### src/rtl/gpio_in_filter_if.sv
// Pin-bank bus for gpio_in_filter: raw pads and enables in, conditioned level and edge pulses out.
// Optional glitch-counter signals exist only when GPIO_IN_FILTER_GLITCH_CNT_EN is defined.
interface gpio_in_filter_if #(
    parameter int Width = 32
);
    logic [Width-1:0] cio_gpio_i;
    logic [Width-1:0] filter_en_i;
    logic [Width-1:0] data_in_o;
    logic [Width-1:0] rise_o;
    logic [Width-1:0] fall_o;
`ifdef GPIO_IN_FILTER_GLITCH_CNT_EN
    logic             glitch_clr_i;
    logic [15:0]      glitch_cnt_o;

    modport master (
        output cio_gpio_i, filter_en_i, glitch_clr_i,
        input  data_in_o, rise_o, fall_o, glitch_cnt_o
    );
    modport slave (
        input  cio_gpio_i, filter_en_i, glitch_clr_i,
        output data_in_o, rise_o, fall_o, glitch_cnt_o
    );
`else
    modport master (
        output cio_gpio_i, filter_en_i,
        input  data_in_o, rise_o, fall_o
    );
    modport slave (
        input  cio_gpio_i, filter_en_i,
        output data_in_o, rise_o, fall_o
    );
`endif
endinterface

### src/rtl/gpio_in_filter.sv
// Vectorised GPIO input conditioner: synchroniser, optional stability debounce, rise/fall pulses; optional glitch counter under GPIO_IN_FILTER_GLITCH_CNT_EN.
// Latency SyncStages+1 clocks unfiltered, SyncStages+Cycles+2 filtered; no backpressure, every cycle is a sample.
module gpio_in_filter #(
    parameter int Width      = 32,
    parameter int Cycles     = 16,
    parameter int SyncStages = 2
) (
    input  logic             clk_i,
    input  logic             rst_ni,
    gpio_in_filter_if.slave  io
);
    localparam int            CntW   = $clog2(Cycles + 1);
    localparam logic [CntW-1:0] CntMax = CntW'(Cycles);

    logic [Width-1:0] sync_chain [SyncStages];
    logic [Width-1:0] sync_q;
    logic [Width-1:0] diff_q;
    logic [CntW-1:0]  cnt_q [Width];
    logic [Width-1:0] cnt_done;
    logic [Width-1:0] filt_d;
    logic [Width-1:0] filt_q;
    logic [Width-1:0] prev_q;

    always_ff @(posedge clk_i or negedge rst_ni) begin
        if (!rst_ni) begin
            for (int s = 0; s < SyncStages; s++) sync_chain[s] <= '0;
        end else begin
            sync_chain[0] <= io.cio_gpio_i;
            for (int s = 1; s < SyncStages; s++) sync_chain[s] <= sync_chain[s-1];
        end
    end

    assign sync_q = sync_chain[SyncStages-1];

    always_comb begin
        cnt_done = '0;
        for (int i = 0; i < Width; i++) cnt_done[i] = (cnt_q[i] == CntMax);
    end

    // Tracker runs even on unfiltered lanes so a later enable sees a qualified counter.
    always_ff @(posedge clk_i or negedge rst_ni) begin
        if (!rst_ni) begin
            diff_q <= '0;
            for (int i = 0; i < Width; i++) cnt_q[i] <= '0;
        end else begin
            for (int i = 0; i < Width; i++) begin
                if (sync_q[i] != diff_q[i]) begin
                    diff_q[i] <= sync_q[i];
                    cnt_q[i]  <= '0;
                end else if (!cnt_done[i]) begin
                    cnt_q[i]  <= cnt_q[i] + CntW'(1);
                end
            end
        end
    end

    assign filt_d = (io.filter_en_i  & cnt_done  & diff_q)
                  | (io.filter_en_i  & ~cnt_done & filt_q)
                  | (~io.filter_en_i & sync_q);

    always_ff @(posedge clk_i or negedge rst_ni) begin
        if (!rst_ni) begin
            filt_q <= '0;
            prev_q <= '0;
        end else begin
            filt_q <= filt_d;
            prev_q <= filt_q;
        end
    end

    assign io.data_in_o = filt_q;
    assign io.rise_o    = filt_q & ~prev_q;
    assign io.fall_o    = ~filt_q & prev_q;

`ifdef GPIO_IN_FILTER_GLITCH_CNT_EN
    logic        glitch_hit;
    logic [15:0] glitch_cnt_q;

    // A change seen before the counter qualifies is a pulse the filter will swallow.
    assign glitch_hit = |(io.filter_en_i & (sync_q ^ diff_q) & ~cnt_done);

    always_ff @(posedge clk_i or negedge rst_ni) begin
        if (!rst_ni) begin
            glitch_cnt_q <= '0;
        end else if (io.glitch_clr_i) begin
            glitch_cnt_q <= '0;
        end else if (glitch_hit && (glitch_cnt_q != 16'hFFFF)) begin
            glitch_cnt_q <= glitch_cnt_q + 16'd1;
        end
    end

    assign io.glitch_cnt_o = glitch_cnt_q;
`endif

endmodule

### src/flat_wrapper.sv
// flat-port wrapper written by rule: the top's interface ports become plain ports
module gpio_in_filter_flat 
#(
    parameter int Width      = 32,
    parameter int Cycles     = 16,
    parameter int SyncStages = 2
)
  (clk_i, rst_ni, io_cio_gpio_i, io_filter_en_i, io_data_in_o, io_rise_o, io_fall_o);
  gpio_in_filter_if #(.Width(Width)) io_i ();
  input  logic clk_i;
  input  logic rst_ni;
  input wire logic [$bits(io_i.cio_gpio_i)-1:0] io_cio_gpio_i;
  input wire logic [$bits(io_i.filter_en_i)-1:0] io_filter_en_i;
  output wire logic [$bits(io_i.data_in_o)-1:0] io_data_in_o;
  output wire logic [$bits(io_i.rise_o)-1:0] io_rise_o;
  output wire logic [$bits(io_i.fall_o)-1:0] io_fall_o;
  assign io_i.cio_gpio_i = io_cio_gpio_i;
  assign io_i.filter_en_i = io_filter_en_i;
  assign io_data_in_o = io_i.data_in_o;
  assign io_rise_o = io_i.rise_o;
  assign io_fall_o = io_i.fall_o;
  gpio_in_filter #(.Width(Width), .Cycles(Cycles), .SyncStages(SyncStages)) u_core (.clk_i(clk_i), .rst_ni(rst_ni), .io(io_i));
endmodule
### config.mk
export PLATFORM = sky130hd
export DESIGN_NAME = gpio_in_filter_flat
export DESIGN_NICKNAME = d
export VERILOG_FILES = /design/src/rtl/gpio_in_filter_if.sv /design/src/rtl/gpio_in_filter.sv /design/src/flat_wrapper.sv
export SDC_FILE = /design/constraint.sdc
export NUM_CORES = 1
export LEC_CHECK = 0
export ABC_AREA = 1
export BUFFER_PORTS_ARGS = -buffer_cell sky130_fd_sc_hd__buf_2
export CELL_PAD_IN_SITES_DETAIL_PLACEMENT = 2
export CELL_PAD_IN_SITES_GLOBAL_PLACEMENT = 2
export CORE_MARGIN = 8
export CORE_UTILIZATION = 37
export DETAILED_ROUTE_END_ITERATION = 6
export HOLD_SLACK_MARGIN = 0.15
export PLACE_DENSITY_LB_ADDON = 0.1
export SLEW_MARGIN = 30
export SYNTH_ARGS = -nofsm -noshare
export SYNTH_HDL_FRONTEND = slang
export SYNTH_SLANG_ARGS = --single-unit
### constraint.sdc
create_clock -name clk_i -period 1.5 [get_ports clk_i]
set_input_delay 0.45 -clock clk_i [delete_from_list [all_inputs] [get_ports clk_i]]
set_output_delay 0.45 -clock clk_i [all_outputs]
set_load 0.01 [all_outputs]
# Word level (Yosys, flattened, before mapping)
# Index checks and enable logic that the tools add are counted.
totals:
  ff_bits: 320
  in_bits: 66
  mem_bits_ro: 0
  ram_bits: 0
  latch_bits: 0
  memories: 0
  output_inout_bits: 96
op_classes:
  div: 0
  magnitude_cmp: 0
  n_reduce_logical: 0
  n_addsub: 32
  n_eq_ne: 96
  bitwise: 13
  mux: 64
  mul: 0
  shifts: 0
ops:
  columns: ["cell", "count"]
  rows:
  - ["two-way mux 5 bit", 64]
  - ["bitwise AND 32 bit", 7]
  - ["adder 5 x 1 -> 5 bit (second input constant)", 32]
  - ["equality test 5 bit (second input constant)", 32]
  - ["NOT 32 bit", 4]
  - ["!= test 2 bit (second input constant)", 32]
  - ["bitwise OR 32 bit", 2]
  - ["!= test 1 bit", 32]

# Depth between registers and ports, before layout
logic_depth:
  depth_word: 6
  ltp_mapped: 8
  ltp_nobuf: 8

# Worst setup path before layout
# No wires, ideal clock.
synth_path:
  path_type: "register -> register"
  startpoint: "register u_core.cnt_q[85] (netlist name)"
  endpoint: "register u_core.cnt_q[87] (netlist name)"
  stages_incl_launch_ff: 5
  arrival_ns: 0.989
  n_path_buf: 0
  slack_ns: 0.396
  synth_period_minus_slack_ns: 1.104
  path_cell_list: "dfrtp_1 ha_1 or2_2 nand4_1 inv_1"
synth_between:
  elab_chain_len: 3
  word_cells_on_any_way: 5
  classes_between: "add/sub (1); eq/ne (2); mux (2)"
synth_lines:
  columns: ["item", "line_no", "text"]
  rows:
  - ["start, declared", "gpio_in_filter.sv:18", "logic [CntW-1:0] cnt_q [Width];"]
  - ["start signal, assigned by index", "gpio_in_filter.sv:51", "cnt_q[i] <= cnt_q[i] + CntW'(1);"]
  - ["adder 5 x 1 -> 5 bit", "gpio_in_filter.sv:51", null]
  - ["two-way mux 5 bit", "gpio_in_filter.sv:50", "end else if (!cnt_done[i]) begin"]
  - ["two-way mux 5 bit", "gpio_in_filter.sv:47", "if (sync_q[i] != diff_q[i]) begin"]
# Parallel ways exist; a longest one is shown, timed or not. The select of a mux whose other input is x is not followed.
# A chain may end at the register's enable or synchronous reset.

# Worst setup path in the final report
layout_path:
  startpoint: "register u_core.filt_q[25], in the netlist u_core.io.data_in_o[25]"
  endpoint: "output port io_rise_o[25]"
layout_between:
  elab_chain_len: 1
layout_lines:
  columns: ["item", "line_no", "text"]
  rows:
  - ["start, declared", "gpio_in_filter.sv:21", "logic [Width-1:0] filt_q;"]
  - ["start signal, assigned", "gpio_in_filter.sv:66", "filt_q <= filt_d;"]
  - ["bitwise AND 32 bit", "gpio_in_filter.sv:72", "assign io.rise_o = filt_q & ~prev_q;"]
  - ["end, declared", "flat_wrapper.sv:15", "output wire logic [$bits(io_i.rise_o)-1:0] io_rise_o;"]
# No other way between the ends.

==> reports/results.txt <==
Synth Instances = 1,479
Clock buffer depth = 3
GR Util met3 = 0.0337
Cell variety after synth = 23
Worst-path fanout max = 4
Max_cap viols = 0
Internal cell power = 0.0162 W
Slowest stage delay, CP = 0.43 ns
Min-Delay Path Class = in -> reg
Final net count = 1,880
Clock root buffer = clkbuf_16
Failing checks = setup timing
Clock slew at reported path FFs = 0.05 ns
Die footprint = 44,800 um2
Layout area overhead = 26.8%
Non-filler cells in the finished layout = 2,286
Largest net degree at the start of global routing = 46
First-pass GRT wire length = 62.0 mm
Drt drc = 0
Most Crowded Layer GR = met2
Fin crit share = 1.16
Total CTS buffers = 38
Mean Syn Cell Area = 9.59 um2
Initial antenna violation count = 2
CTS tree = built
Met1 GRT Util = 0.192
Critical path type = reg -> out
Worst Tran Pin Value = 0.424 ns
Row count = 71
Synth top area cells = dfrtp_1 56%, nand3_1 7.9%, inv_1 6.3%, ha_1 5.6%, nor2_1 5.2%
Crit start category = flip-flop
Sequential area share after synthesis = 0.565
RSZ-0062 raised after global routing = yes
Hold Fails Final Rpt = 0
Final setup viols = 96
Grt met2 use = 0.306
Port Buffer Count = 161
Logic gate share of total power = 0.138
Via/cell ratio = 4.76
Routability congestion estimate from global placement = 0.743
Clk network pwr share = 0.406
Setup ws final = -0.246 ns
Crit end category = primary output
Relative slew slack = 0.716
GRT overflow = 0
DR vias = 10,873
DR iter-0 viols = 339
IO Pins = 162
CORE AREA = 37,700 um2
Post-place setup slack = 0.217 ns
Pwr/cell area = 1240 nW/um2
Final TNS setup = -14.24 ns
Placed cell count = 2,138
Worst VDD drop = 0.000796 V
Clk sinks = 320
Largest area contributor in the netlist = dfrtp_1
LEAKAGE = 9.38 nW
Mapped Area = 14,200 um2
Antenna Cells = 0
H-tree depth = 2
Die width = 212 um
Final WL = 37.8 mm
Pre-Repair DR Iteration Count = 4
Sequential Power Share = 0.456
Wire per inst = 16.5 um
Number of synthesized register bits = 320
Most numerous cell in the Yosys netlist = dfrtp_1
Slowest-stage cell, CP = dfrtp_2
Power consumption = 0.0223 W
Status = complete, but fails checks
Arrival time at the worst endpoint = 1.30 ns
Commonest cells post-synth = 320 x dfrtp_1, 238 x inv_1, 223 x nand3_1, 197 x nor2_1, 156 x nand2_1
Post-synth top area share = 0.565
F_max = 573 MHz
Yosys Warn Count = 0
Synth async-reset ratio = 1.00
Chip height = 212 um
Share of cells above drive strength 1 = 0.212
Worst-Skew Late Latency = 0.54 ns
Synthesized net count = 1,609
Fin util = 0.477
Sw Ratio = 0.272
Worst endpoint required time = 1.05 ns
Clock skew = 0.0108 ns
Pins Over Slew Limit = 0
Vias in the first global route = 12,508
Total GRT Usage = 0.167
Final ANT Viol Nets = 0
Top_reg_cell synth = dfrtp_1
Hpwl dp = 24.7 mm
Number of synthesized flops with an enable pin = 0
Filler cells = 3,996
P_sw = 0.00606 W
Crit-path cells = inv_2 -> nor2_2 -> buf_2
Starting density of the core = 0.376
Min cycle time layout = 1.75 ns
## final timing paths
| check | slack, ns | cells after the start | startpoint | endpoint |
|---|---|---|---|---|
| hold reg to reg | 0.35 | 0 | u_core.sync_chain[43]$_DFF_PN0_ | u_core.sync_q[11]$_DFF_PN0_ |
| max in group asynchronous | 0.46 | 4 | rst_ni | u_core.io.data_in_o[5]$_DFF_PN0_ |
| setup / recovery | -0.25 | 3 | u_core.io.data_in_o[25]$_DFF_PN0_ | io_rise_o[25] |
| hold / removal | 0.18 | 3 | io_filter_en_i[11] | u_core.io.data_in_o[11]$_DFF_PN0_ |
| setup reg to reg | 0.10 | 7 | u_core.cnt_q[105]$_DFFE_PN0P_ | u_core.cnt_q[107]$_DFFE_PN0P_ |
| min in group asynchronous | 0.38 | 2 | rst_ni | u_core.cnt_q[86]$_DFFE_PN0P_ |
## layout make-up
cell class / instances / area [um2] / area share
clock buffers: 60 / 1170 / 0.0649
clock inverters: 5 / 50.0 / 0.00278
inverters: 241 / 905 / 0.0503
multi-input cells: 886 / 5210 / 0.290
flip-flops and latches: 320 / 8030 / 0.446
well taps: 511 / 639 / 0.0356
repair buffers: 263 / 1980 / 0.110
## logic make-up (layout without fill, tap and decap cells)
kind of cell,after synthesis,count (layout),share of synthesized area
compound gates,24,24,0.00883
xor+xnor,137,137,0.0894
flops,320,320,0.565
buf+inv,273,569,0.0723
fa+ha+maj,64,64,0.0565
simple gates,661,661,0.208
## layout by cell type, fill, tap and decap left out, drive strengths merged
cell / instances
a21boi: 1
a21oi: 5
buf: 227
bufinv: 1
clkbuf: 60
clkinv: 4
dfrtp: 320
dlygate4sd3: 36
ha: 64
inv: 241
nand2: 172
nand3: 223
nand3b: 1
nand4: 32
nor2: 210
nor3: 22
o21a: 1
o21ai: 17
or2: 1
xnor2: 59
xor2: 78
## power groups by stage
| stage | registers, W | clock network (W) | logic, W |
|---|---|---|---|
| 2_1_floorplan | 0.0101 | 0 | 0.00162 |
| 3_3_place_gp | 0.0102 | 0 | 0.00254 |
| 3_5_place_dp | 0.0103 | 0 | 0.00268 |
| 4_1_cts | 0.0102 | 0.00938 | 0.00299 |
| 5_1_grt | 0.0103 | 0.00969 | 0.00351 |
| 6_report | 0.0102 | 0.00906 | 0.00307 |
## metal layers
| metal | vias to the layer above | part of all wire |
|---|---|---|
| met4 | 4 | 0.023 |
| met2 | 153 | 0.53 |
| li1 | 5154 | - |
| met3 | 67 | 0.040 |
| met1 | 5495 | 0.41 |
| met5 | - | 0.00061 |
## timing repair
action,CTS,global route
setup endpoints to repair,96,97
gates resized for setup,34,63
hold endpoints to repair,259,0
buffers inserted,32,15
pin swaps,33,17
hold buffers,36,0
## flip-flops by register name, indices dropped and copies added, names as in the netlist
signal / count
u_core.sync_chain: 32
u_core.cnt_q: 160
u_core.prev_q: 32
u_core.diff_q: 32
u_core.io.data_in_o: 32
u_core.sync_q: 32
## worst max-delay path: cells and delay by family, from the launching register on
kind | cells | cell delay [ns]
buffers and inverters | 2 | 0.20
AND/OR/NAND/NOR | 1 | 0.12
flip-flops | 1 | 0.43
## per-stage QoR
stage	instance area (um2)	hold WS (ns)
2_1_floorplan	14200	0.154
3_3_place_gp	15800	0.333
3_5_place_dp	15800	0.336
4_1_cts	17700	0.151
5_1_grt	18000	0.177
6_report	18000	0.180
Power figures use the tool's default switching activity.
